[src/rtl/bp_pkg.sv]
// Branch predictor package: default geometry and shared helper functions
// for the counter table and its index generation.
package bp_pkg;

    localparam int BP_N_ENTRIES = 64;
    localparam int BP_CNT_W     = 2;
    localparam int BP_HIST_W    = 6;
    localparam int BP_PC_W      = 32;

    // Saturating step of a counter of 'width' bits (width up to 32) toward 'take'.
    function automatic logic [31:0] sat_next(input logic [31:0] cnt,
                                             input logic        take,
                                             input int          width);
        logic [31:0] max_v;
        max_v = (width >= 32) ? '1 : ((32'd1 << width) - 32'd1);
        if (take)
            return (cnt >= max_v) ? max_v : cnt + 32'd1;
        return (cnt == '0) ? '0 : cnt - 32'd1;
    endfunction

    // Word-aligned PC bits [idx_w+1:2] form the bimodal index.
    function automatic logic [31:0] bp_base_idx(input logic [63:0] pc,
                                                input int          idx_w);
        logic [63:0] mask;
        mask = (64'd1 << idx_w) - 64'd1;
        return 32'((pc >> 2) & mask);
    endfunction

endpackage

[src/rtl/bp_ghr.sv]
// Speculative global history register for gshare indexing.
// Fetch shifts in each prediction; a retiring mispredict rebuilds the
// history from the branch's own snapshot plus its resolved direction.
module bp_ghr
    import bp_pkg::*;
#(
    parameter int HIST_W = BP_HIST_W
) (
    input  logic              clock,
    input  logic              reset,
    input  logic              pred_valid,
    input  logic              pred_take,
    input  logic              upd_valid,
    input  logic              upd_mispredict,
    input  logic              upd_take,
    input  logic [HIST_W-1:0] upd_ghr,
    output logic [HIST_W-1:0] ghr
);

    // Recovery beats the speculative shift; the cast drops the oldest bit,
    // which also covers a single-bit history.
    always_ff @(posedge clock or posedge reset) begin
        if (reset)
            ghr <= '0;
        else if (upd_valid && upd_mispredict)
            ghr <= HIST_W'({upd_ghr, upd_take});
        else if (pred_valid)
            ghr <= HIST_W'({ghr, pred_take});
    end

endmodule

[src/rtl/bp_table.sv]
// Branch direction predictor: N_ENTRIES saturating counters indexed by PC.
// Lookup is combinational; retire updates land on the clock edge with no
// bypass to a same-cycle lookup.
// Define BP_GSHARE_EN for gshare indexing (PC XOR speculative history).
module bp_table
    import bp_pkg::*;
#(
    parameter  int N_ENTRIES = BP_N_ENTRIES,
    parameter  int CNT_W     = BP_CNT_W,
    parameter  int HIST_W    = BP_HIST_W,
    parameter  int PC_W      = BP_PC_W,
    localparam int IDX_W     = $clog2(N_ENTRIES)
) (
    input  logic              clock,
    input  logic              reset,
    input  logic              pred_valid,
    input  logic [PC_W-1:0]   pred_pc,
    output logic              pred_take,
    output logic [IDX_W-1:0]  pred_idx,
    output logic [HIST_W-1:0] pred_ghr,
    input  logic              upd_valid,
    input  logic [IDX_W-1:0]  upd_idx,
    input  logic              upd_take,
    input  logic              upd_mispredict,
    input  logic [HIST_W-1:0] upd_ghr
);

    logic [IDX_W-1:0] base_idx;
    logic [CNT_W-1:0] cnt_q [N_ENTRIES];

    assign base_idx  = IDX_W'(bp_base_idx(64'(pred_pc), IDX_W));
    assign pred_take = cnt_q[pred_idx][CNT_W-1];

`ifdef BP_GSHARE_EN
    logic [HIST_W-1:0] ghr;

    bp_ghr #(.HIST_W(HIST_W)) u_ghr (
        .clock          (clock),
        .reset          (reset),
        .pred_valid     (pred_valid),
        .pred_take      (pred_take),
        .upd_valid      (upd_valid),
        .upd_mispredict (upd_mispredict),
        .upd_take       (upd_take),
        .upd_ghr        (upd_ghr),
        .ghr            (ghr)
    );

    assign pred_idx = base_idx ^ IDX_W'(ghr);
    assign pred_ghr = ghr;
`else
    // Bimodal: history inputs are accepted but have no effect.
    logic unused_gshare;
    assign unused_gshare = ^{upd_ghr, upd_mispredict, pred_valid};
    assign pred_idx      = base_idx;
    assign pred_ghr      = '0;
`endif

    // Counter table: cleared to strongly-not-taken, one saturating step per retire.
    always_ff @(posedge clock or posedge reset) begin
        if (reset) begin
            for (int i = 0; i < N_ENTRIES; i++)
                cnt_q[i] <= '0;
        end else if (upd_valid) begin
            cnt_q[upd_idx] <= CNT_W'(sat_next(32'(cnt_q[upd_idx]), upd_take, CNT_W));
        end
    end

endmodule

[config.mk]
export PLATFORM = sky130hd
export DESIGN_NAME = bp_table
export DESIGN_NICKNAME = d
export VERILOG_FILES = /design/src/rtl/bp_pkg.sv /design/src/rtl/bp_ghr.sv /design/src/rtl/bp_table.sv
export SDC_FILE = /design/constraint.sdc
export NUM_CORES = 1
export LEC_CHECK = 0
export ABC_AREA = 1
export CORE_MARGIN = 2
export CORE_UTILIZATION = 62
export DETAILED_ROUTE_END_ITERATION = 6
export HOLD_SLACK_MARGIN = 0.12
export PLACE_DENSITY = 0.84
export SLEW_MARGIN = 20
export SYNTH_ARGS = -nofsm -noshare
export SYNTH_HDL_FRONTEND = slang
export SYNTH_SLANG_ARGS = --single-unit
[constraint.sdc]
create_clock -name clock -period 8.7 [get_ports clock]
set_input_delay 1.74 -clock clock [delete_from_list [all_inputs] [get_ports clock]]
set_output_delay 1.74 -clock clock [all_outputs]
set_load 0.005 [all_outputs]
; ---- Yosys cells after proc, flatten, opt, wreduce, memory -nomap -nowiden
; Cells that the tools add are included.
[totals]
reg_bits = 128
latchBits = 0
ram_bits = 0
rom_bits = 0
inputBits = 50
output_inout_bits = 13
memories = 0
[classes]
n_addsub = 2
n_mul = 0
n_div = 0
magnitude_cmp = 4
eq_ne = 0
shifts = 0
n_mux = 16
n_bitwise = 2
n_reduce_logical = 2
[ops]
columns = op, count
row1 = 128-bit bitwise mux, 1
row2 = 2-bit binary-select mux with 6-bit select, 2
row3 = 2-bit 2-to-1 mux, 10
row4 = 7-bit >= comparator (second input constant), 2
row5 = 6-bit inverter with 7-bit output, 2
row6 = 2-bit demux with 6-bit select, 1
row7 = 7-bit by 1-bit less-than comparator with 1-bit output (second input constant), 1
row8 = 2-bit by 1-bit adder with 2-bit output (second input constant), 1
row9 = 2-bit >= comparator (second input constant), 1
row10 = 2-bit zero test, 1
row11 = 1-bit 2-to-1 mux, 2
row12 = 2-bit by 1-bit subtractor with 2-bit output (second input constant), 1
row13 = 1-bit logical AND, 1

; ---- Depth between registers and ports, before layout
; Gate-level depths: netlist of the first run.
[depth]
word_depth = 10
mapped_depth = 17
depth_no_buf = 15

; ---- Worst setup path after synthesis of the first run
; Ideal clock, no wire load.
[synth_timing]
kind = input-to-output
start = in pred_pc[2]
end = out pred_take
arrival_time_ns = 2.992
setup_slack_ns = 3.968
cell_stages = 9
path_buffers = 2
path_cell_list = clkbuf_1 > clkinv_1 > clkbuf_1 > o21ai_0 > o22ai_1 > o211ai_1 > nand3_1 > nand3b_1 > nand2_1
[synth_between]
elab_chain_len = 4
[synth_rtl]
columns = item, line
row1 = "start, declared", bp_table.sv:17  ; input logic [PC_W-1:0] pred_pc,
row2 = 6-bit inverter with 7-bit output (implied by the code), bp_table.sv:32  ; assign pred_take = cnt_q[pred_idx][CNT_W-1];
row3 = 2-bit binary-select mux with 6-bit select, bp_table.sv:32
row4 = 2-bit 2-to-1 mux (implied by the code) (2 in series), bp_table.sv:32
row5 = "end, declared", bp_table.sv:18  ; output logic pred_take,
; No other way between the ends. The select of a mux whose other input is x is not followed.

; ---- Final worst setup path of the first run
; Same ends and word-level chain as after synthesis.

==> results of run 1 <==
-- area by class of cell --
type	instances	area (µm²)	area share, %
multi-input cells	910	3830	44.6
inverters	112	423	4.92
flip-flops and latches	128	3200	37.3
well taps	172	215	2.50
clock buffers	19	453	5.27
clock inverters	13	186	2.17
repair buffers	30	279	3.25
-- cell families after synthesis --
kind of cell | share of synthesized area [%]
flops | 40.8
simple gates | 42.4
other cells | 0.0478
compound gates | 6.07
buf+inv | 10.7
-- cell usage in the layout (no fill, tap or decap), types with 4 or more instances in the layout --
cell and count:
o21ai_0 36, inv_1 107, buf_4 7, a21oi_1 6, clkinvlp_4 4, nand2_1 553, clkbuf_16 17, o221ai_1 5
o211ai_1 20, dfrtp_1 128, bufinv_16 4, nand3_1 137, clkdlybuf4s50_1 21, nor2_1 108, o21ai_1 7, nor3_1 14
o22ai_1 6, conb_1 6
-- through the flow --
stage	hold WS (ns)	setup slack [ns]	cell area [µm²]	total power [mW]	utilization, %
final	0.478	2.07	8590	1.74	68.9
after floorplan	0.449	3.55	7870	0.888	-
after detailed placement	0.465	2.23	7950	0.959	63.8
after global placement	0.463	2.26	7950	0.954	63.8
after global routing	0.496	1.90	8590	1.80	68.9
after CTS	0.483	2.22	8590	1.73	68.9
-- power groups by stage --
stage | clock, mW | sequential [mW] | combinational (mW)
6_report | 0.782 | 0.690 | 0.270
5_1_grt | 0.808 | 0.696 | 0.300
4_1_cts | 0.782 | 0.689 | 0.264
3_5_place_dp | 0 | 0.698 | 0.262
3_3_place_gp | 0 | 0.698 | 0.256
2_1_floorplan | 0 | 0.688 | 0.200
-- routing by layer --
metal,wire length (µm),GRT usage [%],part of all wire (%),up-vias
met5,0,0,0,-
met2,10500,54.4,44,522
li1,-,-,-,3740
met1,9050,48.6,38,3745
met3,3100,11.1,13,105
met4,1080,23.2,4.6,0
-- how the worst min path moves through the flow --
stage	start	to	cells past startpoint
5_1_grt	cnt_q[106]$_DFFE_PP0P_	cnt_q[106]$_DFFE_PP0P_	2
3_3_place_gp	cnt_q[32]$_DFFE_PP0P_	cnt_q[32]$_DFFE_PP0P_	2
2_1_floorplan	cnt_q[0]$_DFFE_PP0P_	cnt_q[0]$_DFFE_PP0P_	2
6_report	cnt_q[48]$_DFFE_PP0P_	cnt_q[48]$_DFFE_PP0P_	2
4_1_cts	cnt_q[58]$_DFFE_PP0P_	cnt_q[58]$_DFFE_PP0P_	2
3_5_place_dp	cnt_q[96]$_DFFE_PP0P_	cnt_q[96]$_DFFE_PP0P_	2
-- critical path: stages --
cell,delay (ns)
clkdlybuf4s50_1,0.45
buf_4,0.37
clkinv_1,0.76
o21ai_0,0.41
o221ai_1,0.15
o211ai_1,0.17
nand3_1,0.17
nand3_1,0.10
nand2_1,0.09
clkdlybuf4s50_1,0.45
==> metrics.md, run 1 <==
| Metric | Value |
|---|---|
| Register area share after synthesis | `40.8%` |
| Final Hold Fails | `0` |
| Top cell type's share of synthesized area | `40.8%` |
| Clk pin slew, worst setup/hold paths | `0.06 ns` |
| # port buffers | `22` |
| Vias in the first global route | `7,789` |
| Crit path time final | `6.63 ns` |
| Worst-case clock buffer depth | `2` |
| Num CTS Buffers | `17` |
| Clock Sinks | `128` |
| Beginning of the critical path | `pred_pc[2]` |
| R2r worst-path depth | `14` |
| Non-filler cells in the finished layout | `1,384` |
| # Max-Cap Violations | `0` |
| Crit. End Element | `output pin` |
| Largest regs | `cnt_q x128` |
| Post-synth top cells | `nand2_1, nand3_1, dfrtp_1` |
| Synth Warn # | `0` |
| Initial antenna violation count | `0` |
| Post-synthesis area per instance | `6.46 µm²` |
| Pin count of the biggest net entering global routing | `82` |
| Total setup buffers inserted after CTS | `0` |
| Later-pin clock latency in the skew report | `0.44 ns` |
| GPL Wtd Cong | `0.917` |
| RR Startpoint | `cnt_q[92]$_DFFE_PP0P_` |
| Top reg by flops | `cnt_q` |
| Reg2reg setup slack | `6.11 ns` |
| Worst rel slew slack | `40.1%` |
| Worst VDD drop | `0.248 mV` |
| Hold Path Class | `flop to flop` |
| Yosys top cell by area | `dfrtp_1` |
| Net Sw Frac | `29.8%` |
| Tcrit/Tclk final | `76.3%` |
| CTS Hold Bufs | `0` |
| Measured slew at the worst slew-check pin | `0.899 ns` |
| Fill count | `1,056` |
| First-pass GRT wire length | `38,200 µm` |
| Critical path class | `input port to output pin` |
| Site Rows | `41` |
| Number of synthesized flops with an enable pin | `0` |
| Dpl cells | `1,352` |
| Critical Path AT | `4.89 ns` |
| Psw | `519 µW` |
| Synthesis-to-layout area growth | `9.50%` |
| CP Capture Point | `pred_take` |
| P_int | `1.22 mW` |
| Seq pwr share | `39.6%` |
| DRC | `0` |
| Worst reg2reg path endpoint | `cnt_q[94]$_DFFE_PP0P_` |
| Post_cts resized | `0` |
| Drt via density | `5.86` |
| Primary FF master, synth | `dfrtp_1` |
| Pwr per Cell Area | `203 nW/µm²` |
| Die X | `117 µm` |
| Yosys cell types | `28` |
| Clock root cell | `clkbuf_16` |
| Crit start category | `input port` |
| I/O pin cnt | `63` |
| Clock share of power | `44.9%` |
| RSZ-0062 raised after global routing | `no` |
| Synth top area cells | `dfrtp_1, nand2_1, nand3_1` |
| Syn Inst Count | `1,214` |
| Synthesized flop and latch total | `128` |
| Post-synth ARST share | `100%` |
| DRT Wirelength | `23,700 µm` |
| Number of H-tree levels | `4` |
| Pins Over Slew Limit | `0` |
| DR iter-0 viols | `1,291` |
| Die area | `13,600 µm²` |
| Pre-Repair DR Iteration Count | `6` |
| Wire per inst | `17.1 µm` |
| Antenna Cells | `0` |
| Crit Path Max Fanout | `39` |
| Ratio of cells with drive above 1 in the final layout | `4.21%` |
| Nets@finish | `1,249` |
| Worst Clk Skew | `0.00975 ns` |
| Die height | `117 µm` |
| Via count | `8,112` |
| Detailed Place HPWL | `13,500 µm` |
| Final setup vio count | `0` |
| Core area | `12,500 µm²` |
| Initial Utilization | `63.0%` |
| Worst EP required | `6.96 ns` |
| Post-route antenna net violation count | `0` |
| Combinational Power Share | `15.5%` |
| Cell area after synthesis | `7850 µm²` |
| Count leader, synth | `nand2_1` |
| Gr ovfl total | `0` |
| Setup TNS | `0 ns` |
| Max reg flops | `128` |
| Pleak | `4.54 nW` |
| Total GRT Usage | `37.2%` |
| Outcome | `completed` |
| CTS tree | `built` |
| Fmax | `151 MHz` |
(Power assumes the default switching activity.)
==> run 2, diff against run 1 <==
--- a/config.mk
+++ b/config.mk
@@ -7,10 +7,10 @@
 export LEC_CHECK = 0
 export ABC_AREA = 1
 export CORE_MARGIN = 2
-export CORE_UTILIZATION = 62
+export CORE_UTILIZATION = 53
 export DETAILED_ROUTE_END_ITERATION = 6
 export HOLD_SLACK_MARGIN = 0.12
-export PLACE_DENSITY = 0.84
+export PLACE_DENSITY = 0.77
 export SLEW_MARGIN = 20
 export SYNTH_ARGS = -nofsm -noshare
 export SYNTH_HDL_FRONTEND = slang
==> constraint.sdc (replaced) <==
create_clock -name clock -period 5.9 [get_ports clock]
set_input_delay 1.18 -clock clock [delete_from_list [all_inputs] [get_ports clock]]
set_output_delay 1.18 -clock clock [all_outputs]
set_load 0.005 [all_outputs]
==> run 2 against run 1 <==
Net effect:
- hold slack got worse by 0.0038 ns
- global-route usage fell by 6.6 points
- wire length fell by 0.64%
- utilization fell by 9.8 points
- register-to-register slack got worse by 2.9 ns
- sequential power rose by 48%
- non-clock buffer count rose by 5
- combinational power rose by 47%
- clock power rose by 30%
- clock skew rose by 0.0020 ns
==> metrics.md, run 2 (synthesis results as in run 1) <==
| Metric | Value |
|---|---|
| Initial antenna violation count | `0` |
| CP Buf/Inv Count | `3` |
| # Max-Cap Violations | `0` |
| Hold Path Class | `flop to flop` |
| Crit start category | `input port` |
| Setup TNS | `0 ns` |
| Top Family by Delay on Critical Path | `buffers and inverters` |
| R2r worst-path depth | `13` |
| RSZ-0062 raised after global routing | `no` |
| Non-filler cells in the finished layout | `1,400` |
| Crit path time final | `5.13 ns` |
| Fmax | `195 MHz` |
| Worst-case clock buffer depth | `2` |
| Clock Sinks | `128` |
| Critical Path AT | `3.95 ns` |
| Num CTS Buffers | `17` |
| Most frequent CP cell | `clkdlybuf4s50_1` |
| Max reg flops | `128` |
| Ratio of cells with drive above 1 in the final layout | `4.19%` |
| Measured slew at the worst slew-check pin | `0.946 ns` |
| Pwr per Cell Area | `284 nW/µm²` |
| Pin count of the biggest net entering global routing | `74` |
| Core area | `14,500 µm²` |
| CP max-delay cell | `clkinv_1` |
| Total GRT Usage | `30.6%` |
| Largest regs | `cnt_q x128` |
| Final Hold Fails | `0` |
| Clock root cell | `clkbuf_16` |
| Later-pin clock latency in the skew report | `0.43 ns` |
| Worst EP required | `4.72 ns` |
| Tcrit/Tclk final | `87.0%` |
| Post-route antenna net violation count | `0` |
| Fill count | `1,391` |
| Worst rel slew slack | `36.9%` |
| Pre-Repair DR Iteration Count | `6` |
| Antenna Cells | `0` |
| Number of H-tree levels | `4` |
| Top reg by flops | `cnt_q` |
| WP depth | `9` |
| Critical path class | `input port to output pin` |
| Via count | `7,927` |
| Wire per inst | `16.8 µm` |
| Total setup buffers inserted after CTS | `0` |
| Die height | `126 µm` |
| Placed Area | `8000 µm²` |
| CTS tree | `built` |
| DR iter-0 viols | `1,071` |
| Synthesis-to-layout area growth | `9.04%` |
| Pleak | `4.53 nW` |
| Dpl cells | `1,369` |
| CTS Hold Bufs | `0` |
| Vias in the first global route | `7,205` |
| Most common cell after layout, fill and taps aside | `nand2_1` |
| WHS Path Cells | `2` |
| DRT Wirelength | `23,500 µm` |
| GPL Wtd Cong | `0.945` |
| Die area | `15,800 µm²` |
| Initial Utilization | `54.2%` |
| Final non-filler cell area | `8560 µm²` |
| Outcome | `completed` |
| First-pass GRT wire length | `37,900 µm` |
| CP Cell Sequence | `clkdlybuf4s50_1 -> clkinv_1 -> o21ai_0 -> o22ai_1 -> o211ai_1 -> nand3_1 -> nand3b_1 -> nand2_1 -> clkdlybuf4s50_1` |
| Post_cts resized | `0` |
| Worst Clk Skew | `0.0117 ns` |
| Worst stage delay on the critical path | `0.68 ns` |
| Site Rows | `44` |
| Final setup vio count | `0` |
| I/O pin cnt | `63` |
| Drt via density | `5.66` |
| DRC | `0` |
| # port buffers | `22` |
| Commonest cells after routing, fill and taps aside | `nand2_1, nand3_1, dfrtp_1` |
| Gr ovfl total | `0` |
| Nets@finish | `1,254` |
| Worst VDD drop | `0.236 mV` |
| Crit Path Max Fanout | `27` |
| Die X | `126 µm` |
| Crit. End Element | `output pin` |
| Clk pin slew, worst setup/hold paths | `0.05 ns` |
| Detailed Place HPWL | `14,000 µm` |
| Pins Over Slew Limit | `0` |
## run 2: metrics by stage
stage               hold WS [ns]  utilization, %  power (mW)  setup WS, ns
finish                     0.474            59.1        2.43         0.769
global route               0.497            59.1        2.53         0.668
CTS                        0.480            59.1        2.43         0.846
detailed placement         0.465            55.2        1.42         0.854
global placement           0.461            55.2        1.41         0.906
floorplan                  0.449               -        1.31          1.31
## run 2: power breakdown
part	leakage (nW)	internal, mW	switching, mW
registers	1.74	0.963	0.0537
logic	2.52	0.115	0.283
clock network	0.276	0.631	0.385
total	4.53	1.71	0.722
## run 2: path summary, 6_finish.rpt
kind | start | end | slack [ns]
hold / removal | cnt_q[36]$_DFFE_PP0P_ | cnt_q[36]$_DFFE_PP0P_ | 0.47
hold reg to reg | cnt_q[36]$_DFFE_PP0P_ | cnt_q[36]$_DFFE_PP0P_ | 0.47
min in group asynchronous | reset | cnt_q[118]$_DFFE_PP0P_ | 1.30
max in group asynchronous | reset | cnt_q[59]$_DFFE_PP0P_ | 3.64
setup / recovery | pred_pc[2] | pred_take | 0.77
setup reg to reg | cnt_q[90]$_DFFE_PP0P_ | cnt_q[5]$_DFFE_PP0P_ | 3.20
## run 2: layout make-up
cell class                 count  area, µm²  area share (%)
clock buffer                  26        509            5.95
clock inverter                 5       52.6           0.614
inverter                     112        423            4.94
multi-input combinational    910       3830            44.7
sequential                   128       3200            37.4
tap                          184        230            2.69
timing repair buffer          35        313            3.66
## run 2: worst register-to-register path: cells and delay by family, from the launching register on
family	cells	cell delay (ns)
buffers and inverters	1	0.54
flip-flops	1	0.38
AND/OR/NAND/NOR	12	1.67
## run 2: per-layer routing
metal,wire length (µm),up-vias,GRT usage [%]
li1,-,3751,-
met1,9590,3660,41.6
met2,10500,441,46.6
met3,2500,75,7.14
met4,952,0,14.5
met5,0,-,0
==> run 3, diff against run 2 <==
--- a/config.mk
+++ b/config.mk
@@ -15,3 +15,4 @@
 export SYNTH_ARGS = -nofsm -noshare
 export SYNTH_HDL_FRONTEND = slang
 export SYNTH_SLANG_ARGS = --single-unit
+export TNS_END_PERCENT = 10
==> results of run 3 <==
Same layout as run 2: the final DEF is identical, and so are final timing and power.
